--- src/rtl/muldiv_ctrl_if.sv ---
// HI/LO unit bus: operation request, move-to writes, read hazard, and the architectural results.
// The master modport is the pipeline side, and the slave modport is muldiv_ctrl.
interface muldiv_ctrl_if;
  logic        start;
  logic [1:0]  op;
  logic [31:0] rs_val;
  logic [31:0] rt_val;
  logic        mthi;
  logic        mtlo;
  logic [31:0] wr_data;
  logic        rd_req;
  logic [31:0] hi;
  logic [31:0] lo;
  logic        busy;
  logic        done;
  logic        stall;

  modport master (
    output start, op, rs_val, rt_val, mthi, mtlo, wr_data, rd_req,
    input  hi, lo, busy, done, stall
  );

  modport slave (
    input  start, op, rs_val, rt_val, mthi, mtlo, wr_data, rd_req,
    output hi, lo, busy, done, stall
  );
endinterface

--- src/rtl/muldiv_ctrl.sv ---
// Iterative HI/LO multiply/divide (shift-add / restoring). The result arrives 34 cycles after start; MULDIV_FAST_MULT_EN makes multiplies finish in 2.
// There is no backpressure: start is ignored while busy, and stall holds the pipeline on HI/LO access during an operation.
module muldiv_ctrl (
  input  logic         clk,
  input  logic         reset_n,
  muldiv_ctrl_if.slave bus
);
  typedef enum logic [1:0] {IDLE, RUN, FIX} state_t;

  state_t      state_q, state_d;
  logic [5:0]  cnt_q, cnt_d;
  logic [63:0] acc_q, acc_d;
  logic [31:0] md_q, md_d;   // multiplicand or divisor magnitude
  logic [31:0] mr_q, mr_d;   // multiplier or dividend magnitude, consumed one bit per step
  logic        is_div_q, is_div_d;
  logic        qneg_q, qneg_d;
  logic        rneg_q, rneg_d;
  logic        dz_q, dz_d;
  logic [31:0] hi_q, hi_d;
  logic [31:0] lo_q, lo_d;
  logic        busy_q, busy_d;
  logic        done_q, done_d;

  logic        rs_neg, rt_neg;
  logic [31:0] rs_mag, rt_mag;
  logic [32:0] add_sum, rem_sh, sub_diff;
  logic [63:0] prod_fix;
  logic [31:0] quo_fix, rem_fix;

  always_comb begin
    rs_neg   = ~bus.op[0] & bus.rs_val[31];
    rt_neg   = ~bus.op[0] & bus.rt_val[31];
    rs_mag   = rs_neg ? -bus.rs_val : bus.rs_val;
    rt_mag   = rt_neg ? -bus.rt_val : bus.rt_val;
    add_sum  = {1'b0, acc_q[63:32]} + {1'b0, (mr_q[0] ? md_q : 32'd0)};
    rem_sh   = {acc_q[63:32], mr_q[31]};
    sub_diff = rem_sh - {1'b0, md_q};
    prod_fix = qneg_q ? -acc_q : acc_q;
    // Divide by zero already yields an all-ones quotient; negating it would break that.
    quo_fix  = (qneg_q & ~dz_q) ? -acc_q[31:0] : acc_q[31:0];
    rem_fix  = rneg_q ? -acc_q[63:32] : acc_q[63:32];

    state_d  = state_q;
    cnt_d    = cnt_q;
    acc_d    = acc_q;
    md_d     = md_q;
    mr_d     = mr_q;
    is_div_d = is_div_q;
    qneg_d   = qneg_q;
    rneg_d   = rneg_q;
    dz_d     = dz_q;
    hi_d     = hi_q;
    lo_d     = lo_q;

    unique case (state_q)
      IDLE: begin
        if (bus.start) begin
          is_div_d = bus.op[1];
          md_d     = bus.op[1] ? rt_mag : rs_mag;
          mr_d     = bus.op[1] ? rs_mag : rt_mag;
          qneg_d   = rs_neg ^ rt_neg;
          rneg_d   = rs_neg;
          dz_d     = bus.op[1] & (bus.rt_val == 32'd0);
          acc_d    = 64'd0;
          cnt_d    = 6'd0;
          state_d  = RUN;
`ifdef MULDIV_FAST_MULT_EN
          if (!bus.op[1]) begin
            acc_d   = {32'd0, rs_mag} * {32'd0, rt_mag};
            state_d = FIX;
          end
`endif
        end else begin
          if (bus.mthi) hi_d = bus.wr_data;
          if (bus.mtlo) lo_d = bus.wr_data;
        end
      end
      RUN: begin
        if (is_div_q) begin
          // Remainder in acc[63:32]; quotient bits shift into acc[31:0].
          acc_d = {(sub_diff[32] ? rem_sh[31:0] : sub_diff[31:0]), acc_q[30:0], ~sub_diff[32]};
          mr_d  = {mr_q[30:0], 1'b0};
        end else begin
          acc_d = {add_sum, acc_q[31:1]};
          mr_d  = {1'b0, mr_q[31:1]};
        end
        cnt_d = cnt_q + 6'd1;
        if (cnt_q == 6'd31) state_d = FIX;
      end
      FIX: begin
        if (is_div_q) begin
          hi_d = rem_fix;
          lo_d = quo_fix;
        end else begin
          hi_d = prod_fix[63:32];
          lo_d = prod_fix[31:0];
        end
        state_d = IDLE;
      end
      default: state_d = IDLE;
    endcase

    done_d = (state_q == FIX);
    busy_d = (state_d != IDLE);
  end

  always_ff @(posedge clk or negedge reset_n) begin
    if (!reset_n) begin
      state_q  <= IDLE;
      cnt_q    <= 6'd0;
      acc_q    <= 64'd0;
      md_q     <= 32'd0;
      mr_q     <= 32'd0;
      is_div_q <= 1'b0;
      qneg_q   <= 1'b0;
      rneg_q   <= 1'b0;
      dz_q     <= 1'b0;
      hi_q     <= 32'd0;
      lo_q     <= 32'd0;
      busy_q   <= 1'b0;
      done_q   <= 1'b0;
    end else begin
      state_q  <= state_d;
      cnt_q    <= cnt_d;
      acc_q    <= acc_d;
      md_q     <= md_d;
      mr_q     <= mr_d;
      is_div_q <= is_div_d;
      qneg_q   <= qneg_d;
      rneg_q   <= rneg_d;
      dz_q     <= dz_d;
      hi_q     <= hi_d;
      lo_q     <= lo_d;
      busy_q   <= busy_d;
      done_q   <= done_d;
    end
  end

  assign bus.hi    = hi_q;
  assign bus.lo    = lo_q;
  assign bus.busy  = busy_q;
  assign bus.done  = done_q;
  assign bus.stall = busy_q & (bus.rd_req | bus.mthi | bus.mtlo);
endmodule

--- src/flat_wrapper.sv ---
// flat-port wrapper written by rule: the top's interface ports become plain ports
module muldiv_ctrl_flat 
  (clk, reset_n, bus_start, bus_op, bus_rs_val, bus_rt_val, bus_mthi, bus_mtlo, bus_wr_data, bus_rd_req, bus_hi, bus_lo, bus_busy, bus_done, bus_stall);
  muldiv_ctrl_if bus_i ();
  input  logic clk;
  input  logic reset_n;
  input wire logic [$bits(bus_i.start)-1:0] bus_start;
  input wire logic [$bits(bus_i.op)-1:0] bus_op;
  input wire logic [$bits(bus_i.rs_val)-1:0] bus_rs_val;
  input wire logic [$bits(bus_i.rt_val)-1:0] bus_rt_val;
  input wire logic [$bits(bus_i.mthi)-1:0] bus_mthi;
  input wire logic [$bits(bus_i.mtlo)-1:0] bus_mtlo;
  input wire logic [$bits(bus_i.wr_data)-1:0] bus_wr_data;
  input wire logic [$bits(bus_i.rd_req)-1:0] bus_rd_req;
  output wire logic [$bits(bus_i.hi)-1:0] bus_hi;
  output wire logic [$bits(bus_i.lo)-1:0] bus_lo;
  output wire logic [$bits(bus_i.busy)-1:0] bus_busy;
  output wire logic [$bits(bus_i.done)-1:0] bus_done;
  output wire logic [$bits(bus_i.stall)-1:0] bus_stall;
  assign bus_i.start = bus_start;
  assign bus_i.op = bus_op;
  assign bus_i.rs_val = bus_rs_val;
  assign bus_i.rt_val = bus_rt_val;
  assign bus_i.mthi = bus_mthi;
  assign bus_i.mtlo = bus_mtlo;
  assign bus_i.wr_data = bus_wr_data;
  assign bus_i.rd_req = bus_rd_req;
  assign bus_hi = bus_i.hi;
  assign bus_lo = bus_i.lo;
  assign bus_busy = bus_i.busy;
  assign bus_done = bus_i.done;
  assign bus_stall = bus_i.stall;
  muldiv_ctrl u_core (.clk(clk), .reset_n(reset_n), .bus(bus_i));
endmodule
--- config.mk ---
export PLATFORM = sky130hd
export DESIGN_NAME = muldiv_ctrl_flat
export DESIGN_NICKNAME = d
export VERILOG_FILES = /design/src/rtl/muldiv_ctrl_if.sv /design/src/rtl/muldiv_ctrl.sv /design/src/flat_wrapper.sv
export SDC_FILE = /design/constraint.sdc
export NUM_CORES = 1
export LEC_CHECK = 0
export ABC_CLOCK_PERIOD_IN_PS = 7900
export CAP_MARGIN = 20
export CORE_ASPECT_RATIO = 1.25
export CORE_UTILIZATION = 59
export CTS_BUF_LIST = sky130_fd_sc_hd__clkbuf_8
export CTS_CLUSTER_SIZE = 8
export DETAILED_ROUTE_END_ITERATION = 6
export PLACE_DENSITY = 0.86
export SYNTH_ARGS = -nofsm -noshare
export SYNTH_HDL_FRONTEND = slang
export SYNTH_SLANG_ARGS = --single-unit
export TNS_END_PERCENT = 100
--- constraint.sdc ---
create_clock -name clk -period 7.9 [get_ports clk]
set_clock_uncertainty 0.15 [all_clocks]
set_input_delay 1.58 -clock clk [delete_from_list [all_inputs] [get_ports clk]]
set_output_delay 1.58 -clock clk [all_outputs]
set_load 0.01 [all_outputs]
Word-level counts from Yosys, hierarchy flattened
Cells that the tools add are included.
{"block": "totals", "out_inout_bits": 67, "elab_cells": 76, "inputBits": 104, "reg_bits": 206}
{"block": "op_classes", "add_sub_neg": 8, "bitwise": 11, "n_mux": 28, "reduce_logical": 9, "eq_ne": 7}
{"cell": "$mux W32", "n": 16}
{"cell": "$mux W64", "n": 3}
{"cell": "$pmux W32 S2", "n": 3}
{"cell": "$neg A32 Y32", "n": 4}
{"cell": "$pmux W64 S2", "n": 1}
{"cell": "$neg A64 Y64", "n": 1}
{"cell": "$add A32 B32 Y33", "n": 1}
{"cell": "$sub A33 B32 Y33", "n": 1}
{"cell": "$logic_not A32 Y1", "n": 1}
{"cell": "$pmux W6 S2", "n": 1}
{"cell": "$ne A2 B2 Y1 const B", "n": 4}
{"cell": "$add A6 B1 Y6 const B", "n": 1}
{"cell": "$eq A6 B5 Y1 const B", "n": 1}
{"cell": "$mux W6", "n": 1}
{"cell": "$reduce_and A3 Y1", "n": 2}
{"cell": "$reduce_bool A2 Y1", "n": 3}
{"cell": "$and A1 B1 Y1", "n": 5}
{"cell": "$mux W2", "n": 2}
{"cell": "$pmux W2 S2", "n": 1}
{"cell": "$reduce_and A2 Y1", "n": 2}
{"cell": "$not A1 Y1", "n": 3}
{"cell": "$eq A2 B1 Y1 const B", "n": 1}
{"cell": "$eq A2 B2 Y1 const B", "n": 1}
{"cell": "$logic_not A2 Y1", "n": 1}
{"cell": "2 further kinds", "n": 3}

Longest topological paths before layout
Gate-level depths: netlist (run 1).
{"block": "logic_depth", "ltp_word": 6, "mapped_depth": 14, "mapped_depth_nobuf": 13}

Worst setup path after synthesis (run 1)
OpenSTA, ideal clock, no wires.
{"block": "synth_timing", "kind": "input-to-reg", "startpoint": "input port bus_rt_val[1]", "endpoint": "register u_core.mr_q[26]", "slack_ns": 3.820, "t_arrival_ns": 3.865, "cell_stages": 11, "t_required_ns": 7.685, "cell_sequence": "inv_1 > ha_1 > or4b_2 > or3_1 > nor2b_1 > and2_1 > a21oi_1 > xor2_1 > nor2_1 > a211oi_1 > o22a_1"}
{"block": "synth_between", "elab_chain_cells": 5}
{"element": "start, declared", "line_no": "flat_wrapper.sv:10", "text": "input wire logic [$bits(bus_i.rt_val)-1:0] bus_rt_val;"}
{"element": "$neg A32 Y32", "line_no": "muldiv_ctrl.sv:34", "text": "rt_mag = rt_neg ? -bus.rt_val : bus.rt_val;"}
{"element": "$mux W32", "line_no": "muldiv_ctrl.sv:34"}
{"element": "$mux W32", "line_no": "muldiv_ctrl.sv:60", "text": "mr_d = bus.op[1] ? rs_mag : rt_mag;"}
{"element": "$mux W32", "line_no": "muldiv_ctrl.sv:57", "text": "if (bus.start) begin"}
{"element": "$pmux W32 S2", "line_no": "muldiv_ctrl.sv:55", "text": "unique case (state_q)"}
{"element": "end signal, assigned", "line_no": "muldiv_ctrl.sv:127", "text": "mr_q <= mr_d;"}
{"element": "end, declared", "line_no": "muldiv_ctrl.sv:14", "text": "logic [31:0] mr_q, mr_d;"}
No other way between the ends. The select of a mux whose other input is x is not followed.
A chain may end at the register's enable or synchronous reset.

Worst setup path in the final report (run 1)
{"block": "layout_timing", "startpoint": "input port bus_rt_val[0]", "endpoint": "register u_core.mr_q[26]"}
The elaborated chain is that of the path after synthesis.

==> results of run 1 <==
[how the worst max path moves through the flow]
| stage | cells past startpoint | endpoint | start |
|---|---|---|---|
| floorplan | 11 | u_core.mr_q[26] | bus_rt_val[1] |
| global placement | 9 | u_core.mr_q[25] | bus_rt_val[6] |
| detailed placement | 12 | u_core.mr_q[26] | bus_rt_val[0] |
| CTS | 3 | bus_stall | bus_mtlo |
| global route | 12 | u_core.mr_q[26] | bus_rt_val[0] |
| finish | 12 | u_core.mr_q[26] | bus_rt_val[0] |
[worst reg2reg max path, cell delays in order, from the launching register on]
cell	delay, ps
dfrtp_1	440
inv_1	180
ha_1	280
fa_1	430
nor2b_1	180
o2111ai_1	200
a21boi_0	210
buf_4	170
o21ai_0	180
and2_1	250
a211oi_4	200
buf_4	510
nand2_1	430
o22ai_1	290
a221o_1	130
[flip-flops by register name (all words and copies together), names as in the netlist]
name,count
u_core.rneg_q,1
u_core.bus.done,1
u_core.mr_q,32
u_core.cnt_q,6
u_core.state_q,2
u_core.bus.lo,32
u_core.bus.hi,32
u_core.qneg_q,1
u_core.md_q,32
u_core.acc_q,64
u_core.is_div_q,1
u_core.bus.busy,1
u_core.dz_q,1
[logic make-up (layout without fill, tap and decap cells)]
logic type / count (synthesis) / in the layout / share of synthesized area, %
adders and majority gates: 71 / 71 / 5.42
and+or+nand+nor: 616 / 616 / 17.4
xor gates and xnor gates: 162 / 162 / 8.51
buffers and inverters: 202 / 320 / 5.17
DFF: 206 / 206 / 30.9
AOI/OAI and AO/OA: 626 / 626 / 22.7
muxes: 161 / 161 / 9.82
[power breakdown]
part | switching (mW) | internal [mW]
Combinational | 2.76 | 2.12
Sequential | 0.727 | 1.55
Clock | 0.445 | 0.492
Total | 3.94 | 4.16
[metal layers]
metal | track usage [%] | vias up
met4 | 26.0 | 0
met3 | 5.01 | 208
met1 | 41.3 | 7679
met2 | 64.2 | 738
li1 | - | 7513
met5 | 0 | -
[cells in the final DEF, fill, tap and decap left out, types with 13 or more instances in the layout]
cell / instances
a21o_1: 23
a21oi_1: 177
a22oi_1: 21
a31oi_1: 21
and2_1: 40
buf_4: 16
clkbuf_8: 41
clkdlybuf4s50_1: 168
dfrtp_1: 205
ha_1: 69
inv_1: 85
mux2_2: 20
mux2i_1: 141
nand2_1: 240
nand2b_1: 13
nand3_1: 27
nor2_1: 153
nor2b_1: 15
nor3_1: 36
nor4_1: 20
o211ai_1: 21
o21ai_0: 221
o31ai_1: 24
or3_1: 13
xnor2_1: 85
xor2_1: 77
[per-stage QoR]
stage / instances / util (%)
after floorplan: 2044 / -
after global placement: 2453 / 66.5
after detailed placement: 2455 / 66.6
after CTS: 2512 / 69.0
after global routing: 2512 / 69.0
final: 2512 / 69.0
[cell type report]
| type | count | area [µm²] |
|---|---|---|
| Inverter | 75 | 282 |
| Timing Repair Buffer | 188 | 1860 |
| Clock buffer | 40 | 551 |
| Clock inverter | 17 | 100 |
| Multi-Input combinational cell | 1636 | 10700 |
| Tap cell | 350 | 438 |
| Fill cell | 2224 | 8580 |
| Sequential cell | 206 | 5160 |
==> reports/qor.csv, run 1 <==
metric;value;unit
status;finished, violations left;
violations;design-rule violations;
grt_max_degree;82;
overflow;0;
grt_pass1_vias;15900;
remaining_drc_errors;22;
max_freq;0.220;GHz
powerDensity;425;nW/µm²
ys_seq_elements;206;
finalWorstSetupSlack;3360;ps
antenna_left;0;
start_util;60.3;%
cp.required;8230;ps
slowest_stage;or4b_2;
whs_path_depth;2;
yosysSeqAreaShare;30.9;%
wl_met1;19.9;mm
synthFlopType;dfrtp_1;
post_cts_resized;0;
drt-pass1-iter-count;7;
synth_edf_count;0;
synth_top_area_share;30.9;%
r2r-start;u_core.mr_q[31];
htree_levels;2;
whs_endpoint;u_core.bus.hi[1];
path_buf_inv;2;
viasPerCell;6.42;
cts_hold_buffers;0;
peakVddDrop;0.280;mV
clock_latency;550;ps
hp-start;u_core.bus.hi[1];
route.met2.wl;25.7;mm
wl;52.8;mm
portBuffers;170;
wl_per_cell;21.0;µm
syn_area;16700;µm²
period_minus_slack;4540;ps
worst-r2r-setup-slack;3600;ps
power;8.10;mW
hold_viol;0;
crit_type;primary input to flip-flop;
relSlewSlack;24.7;%
top_layer;met4;
ys_warn_count;0;
whs;329;ps
drtIter0Drc;1182;
post_cts_buffers;0;
synthesis.nets;2219;
area_delta_synth_final;14.5;%
grt_pass1_wl;83.9;mm
ys_top_cells_by_area;dfrtp_1, mux2i_1, o21ai_0, nand2_1, a21oi_1;
yosysTopAreaCell;dfrtp_1;
synth_most_common_cell;nand2_1;
place.gp.congestion;0.999;
rsz0062_at_grt;false;
fin_setup_tns;0;ps
avgSynthCellArea;8.15;µm²
yosys-top-cells-count;nand2_1, o21ai_0, dfrtp_1;
async_reset_ff_share;100;%
finalInstanceArea;19100;µm²
cp-end-kind;flip-flop;
cts_buffer_depth;3;
place_hpwl;39.7;mm
cts.sinks;206;
nNetsFinal;2317;
cp_cell_sequence;clkdlybuf4s50_1 > inv_1 > ha_1 > or4b_2 > or3_1 > nor2b_1 > and2_1 > a21oi_1 > xor2_1 > nor2_1 > a211oi_1 > o22a_1;
synthesis.instances;2044;
grt_use_total;36.6;%
cp-start-kind;primary input;
crit_family;simple AND/OR/NAND/NOR gates;
die-area;28900;µm²
clkSlewWorstSetupHoldPaths;60;ps
num_rows;68;
antenna_cells;0;
drive_gt1_share;5.60;%
antenna_found_initial;0;
cp.arrival;4870;ps
clk_root_buffer_cell;clkbuf_8;
vias;16100;
leakage;7.91;nW
io_pins;171;
cp_max_fo;5;
crit_path_max_incr_delay;650;ps
slew_violations;0;
cts_tree;yes;
die_y;190;µm
reg2reg_to;u_core.acc_q[49];
pre_cts_slack;2890;ps
ff2ff_path_depth;14;
drv_cap;0;
synthDistinctLibCells;90;
numCtsBuffers;35;
die_x;152;µm
place_area;18400;µm²
hp-class;flip-flop to flip-flop;
setup_viol;0;
core-area;27700;µm²
worst_pin_slew;1130;ps
dr_wl_met3;3.37;mm
period_share;57.5;%
(Power assumes the default switching activity.)
==> inputs of run 2 (changes only) <==
- ABC_CLOCK_PERIOD_IN_PS: 7900 -> 3900
- CORE_UTILIZATION: 59 -> 54
- PLACE_DENSITY: 0.86 -> 0.83
- clock period: 7.9 -> 3.9 ns (I/O delays scaled with it)
==> reports/qor.csv, run 2 (synthesis results as in run 1) <==
metric;value;unit;change
die_y;198;µm;was 190 µm
worst_pin_slew;873;ps;was 1130 ps
die-area;31600;µm²;was 28,900 µm²
start_util;55.2;%;was 60.3%
hp-class;primary input to async pin;;was flip-flop to flip-flop
wl;54.7;mm;was 52.8 mm
relSlewSlack;41.8;%;was 24.7%
whs;99.9;ps;was 329 ps
worst-r2r-setup-slack;270;ps;was 3600 ps
io_pins;171;;unchanged
setup_viol;0;;unchanged
post_cts_buffers;0;;unchanged
peakVddDrop;0.412;mV;was 0.280 mV
numCtsBuffers;36;;was 35
layout_commonest_cell;nand2_1;;unchanged
max_freq;0.275;GHz;
antenna_found_initial;1;;was 0
die_x;159;µm;was 152 µm
grt_pass1_vias;16500;;was 15.9k
fillers;2577;;was 2,224
wl_per_cell;20.7;µm;was 21.0 µm
drive_gt1_share;9.10;%;was 5.60%
regMostFlops;u_core.acc_q;;unchanged
post_cts_resized;0;;unchanged
period_minus_slack;3630;ps;
powerDensity;867;nW/µm²;was 425 nW/µm²
layout_common_cells;nand2_1, o21ai_0, dfrtp_1, a21oi_1, clkdlybuf4s50_1;;unchanged
cp.required;4140;ps;was 8230 ps
leakage;8.29;nW;was 7.91 nW
clock_latency;580;ps;was 550 ps
cp-end-kind;flip-flop;;unchanged
viasPerCell;6.22;;was 6.42
cts_buffer_depth;3;;unchanged
grt_use_total;35.0;%;was 36.6%
grt_pass1_wl;87.0;mm;was 83.9 mm
remaining_drc_errors;0;;was 22
antenna_left;0;;unchanged
largest_reg_flops;64;;unchanged
rsz0062_at_grt;false;;unchanged
cts_tree;yes;;unchanged
stdcell_count;2642;;was 2,512
vias;16400;;was 16.1k
area_delta_synth_final;18.5;%;was 14.5%
drv_cap;0;;unchanged
core-area;30200;µm²;was 27,700 µm²
portBuffers;170;;unchanged
crit_type;flip-flop to flip-flop;;was primary input to flip-flop
cts_hold_buffers;0;;unchanged
period_share;93.2;%;
dp_cells;2583;;was 2,455
multiInputGateArea;10700;µm²;about the same
place.gp.congestion;0.965;;was 0.999
final-seq-area;5160;µm²;about the same
cts.sinks;206;;unchanged
cp.arrival;3870;ps;was 4870 ps
htree_levels;2;;unchanged
drt-pass1-iter-count;5;;was 7
status;finished clean;;was finished, violations left
grt_max_degree;91;;was 82
num_rows;71;;was 68
clkSlewWorstSetupHoldPaths;60;ps;about the same
cp-start-kind;flip-flop;;was primary input
clk_root_buffer_cell;clkbuf_8;;unchanged
nNetsFinal;2395;;was 2,317
place_hpwl;42.0;mm;was 39.7 mm
antenna_cells;0;;unchanged
hold_viol;0;;unchanged
overflow;0;;unchanged
slew_violations;0;;unchanged
cp_max_fo;18;;was 5
drtIter0Drc;1280;;was 1,182
[run 2: metrics by stage]
step	utilization [%]	setup TNS (ps)	area (µm²)	power, mW	worst slack [ps]
2_1_floorplan	-	0	16700	11.2	620
3_5_place_dp	63.2	-637	19100	15.0	-141
6_report	65.4	0	19800	17.1	267
4_1_cts	65.4	0	19700	17.0	199
3_3_place_gp	63.2	-65.8	19100	14.7	-65.8
5_1_grt	65.4	0	19800	18.4	4.50
[run 2: power breakdown]
part	total (mW)	switching, mW	internal [mW]
registers	4.38	1.24	3.15
logic	10.8	6.03	4.78
clock network	1.94	0.957	0.982
[run 2: final timing paths]
check / start / depth (start not counted) / to
min: reset_n / 1 / u_core.acc_q[9]
min reg2reg: u_core.bus.hi[10] / 2 / u_core.bus.hi[10]
max reg2reg: u_core.mr_q[31] / 16 / u_core.acc_q[60]
max in group asynchronous: reset_n / 2 / u_core.bus.hi[0]
min in group clk: u_core.bus.hi[10] / 2 / u_core.bus.hi[10]
max: u_core.mr_q[31] / 16 / u_core.acc_q[60]
[run 2: worst max-delay path, cell delays in order (launching register included)]
cell and delay (ps):
dfrtp_1 380, inv_1 90, ha_1 240, fa_1 420, nor2b_1 210, o2111ai_2 220, a21boi_1 210, buf_4 150
o21ai_0 80, buf_4 150, and2_1 170, a211oi_4 300, buf_4 200, buf_12 160, nor2b_1 60, a31oi_1 140
o221ai_1 140
[run 2: cell type report]
class | instances | area share (%)
Multi-Input combinational cell | 1636 | 54.1
Sequential cell | 206 | 26.1
Timing Repair Buffer | 265 | 12.5
Clock buffer | 42 | 2.93
Tap cell | 401 | 2.54
Inverter | 75 | 1.43
Clock inverter | 17 | 0.431
[run 2: metal layers]
| metal | GRT usage, % | up-vias | wire [µm] |
|---|---|---|---|
| met1 | 37.8 | 7781 | 20200 |
| met4 | 27.4 | 2 | 4510 |
| met5 | 0 | - | 11 |
| li1 | - | 7682 | - |
| met2 | 61.9 | 738 | 26600 |
| met3 | 5.17 | 227 | 3420 |
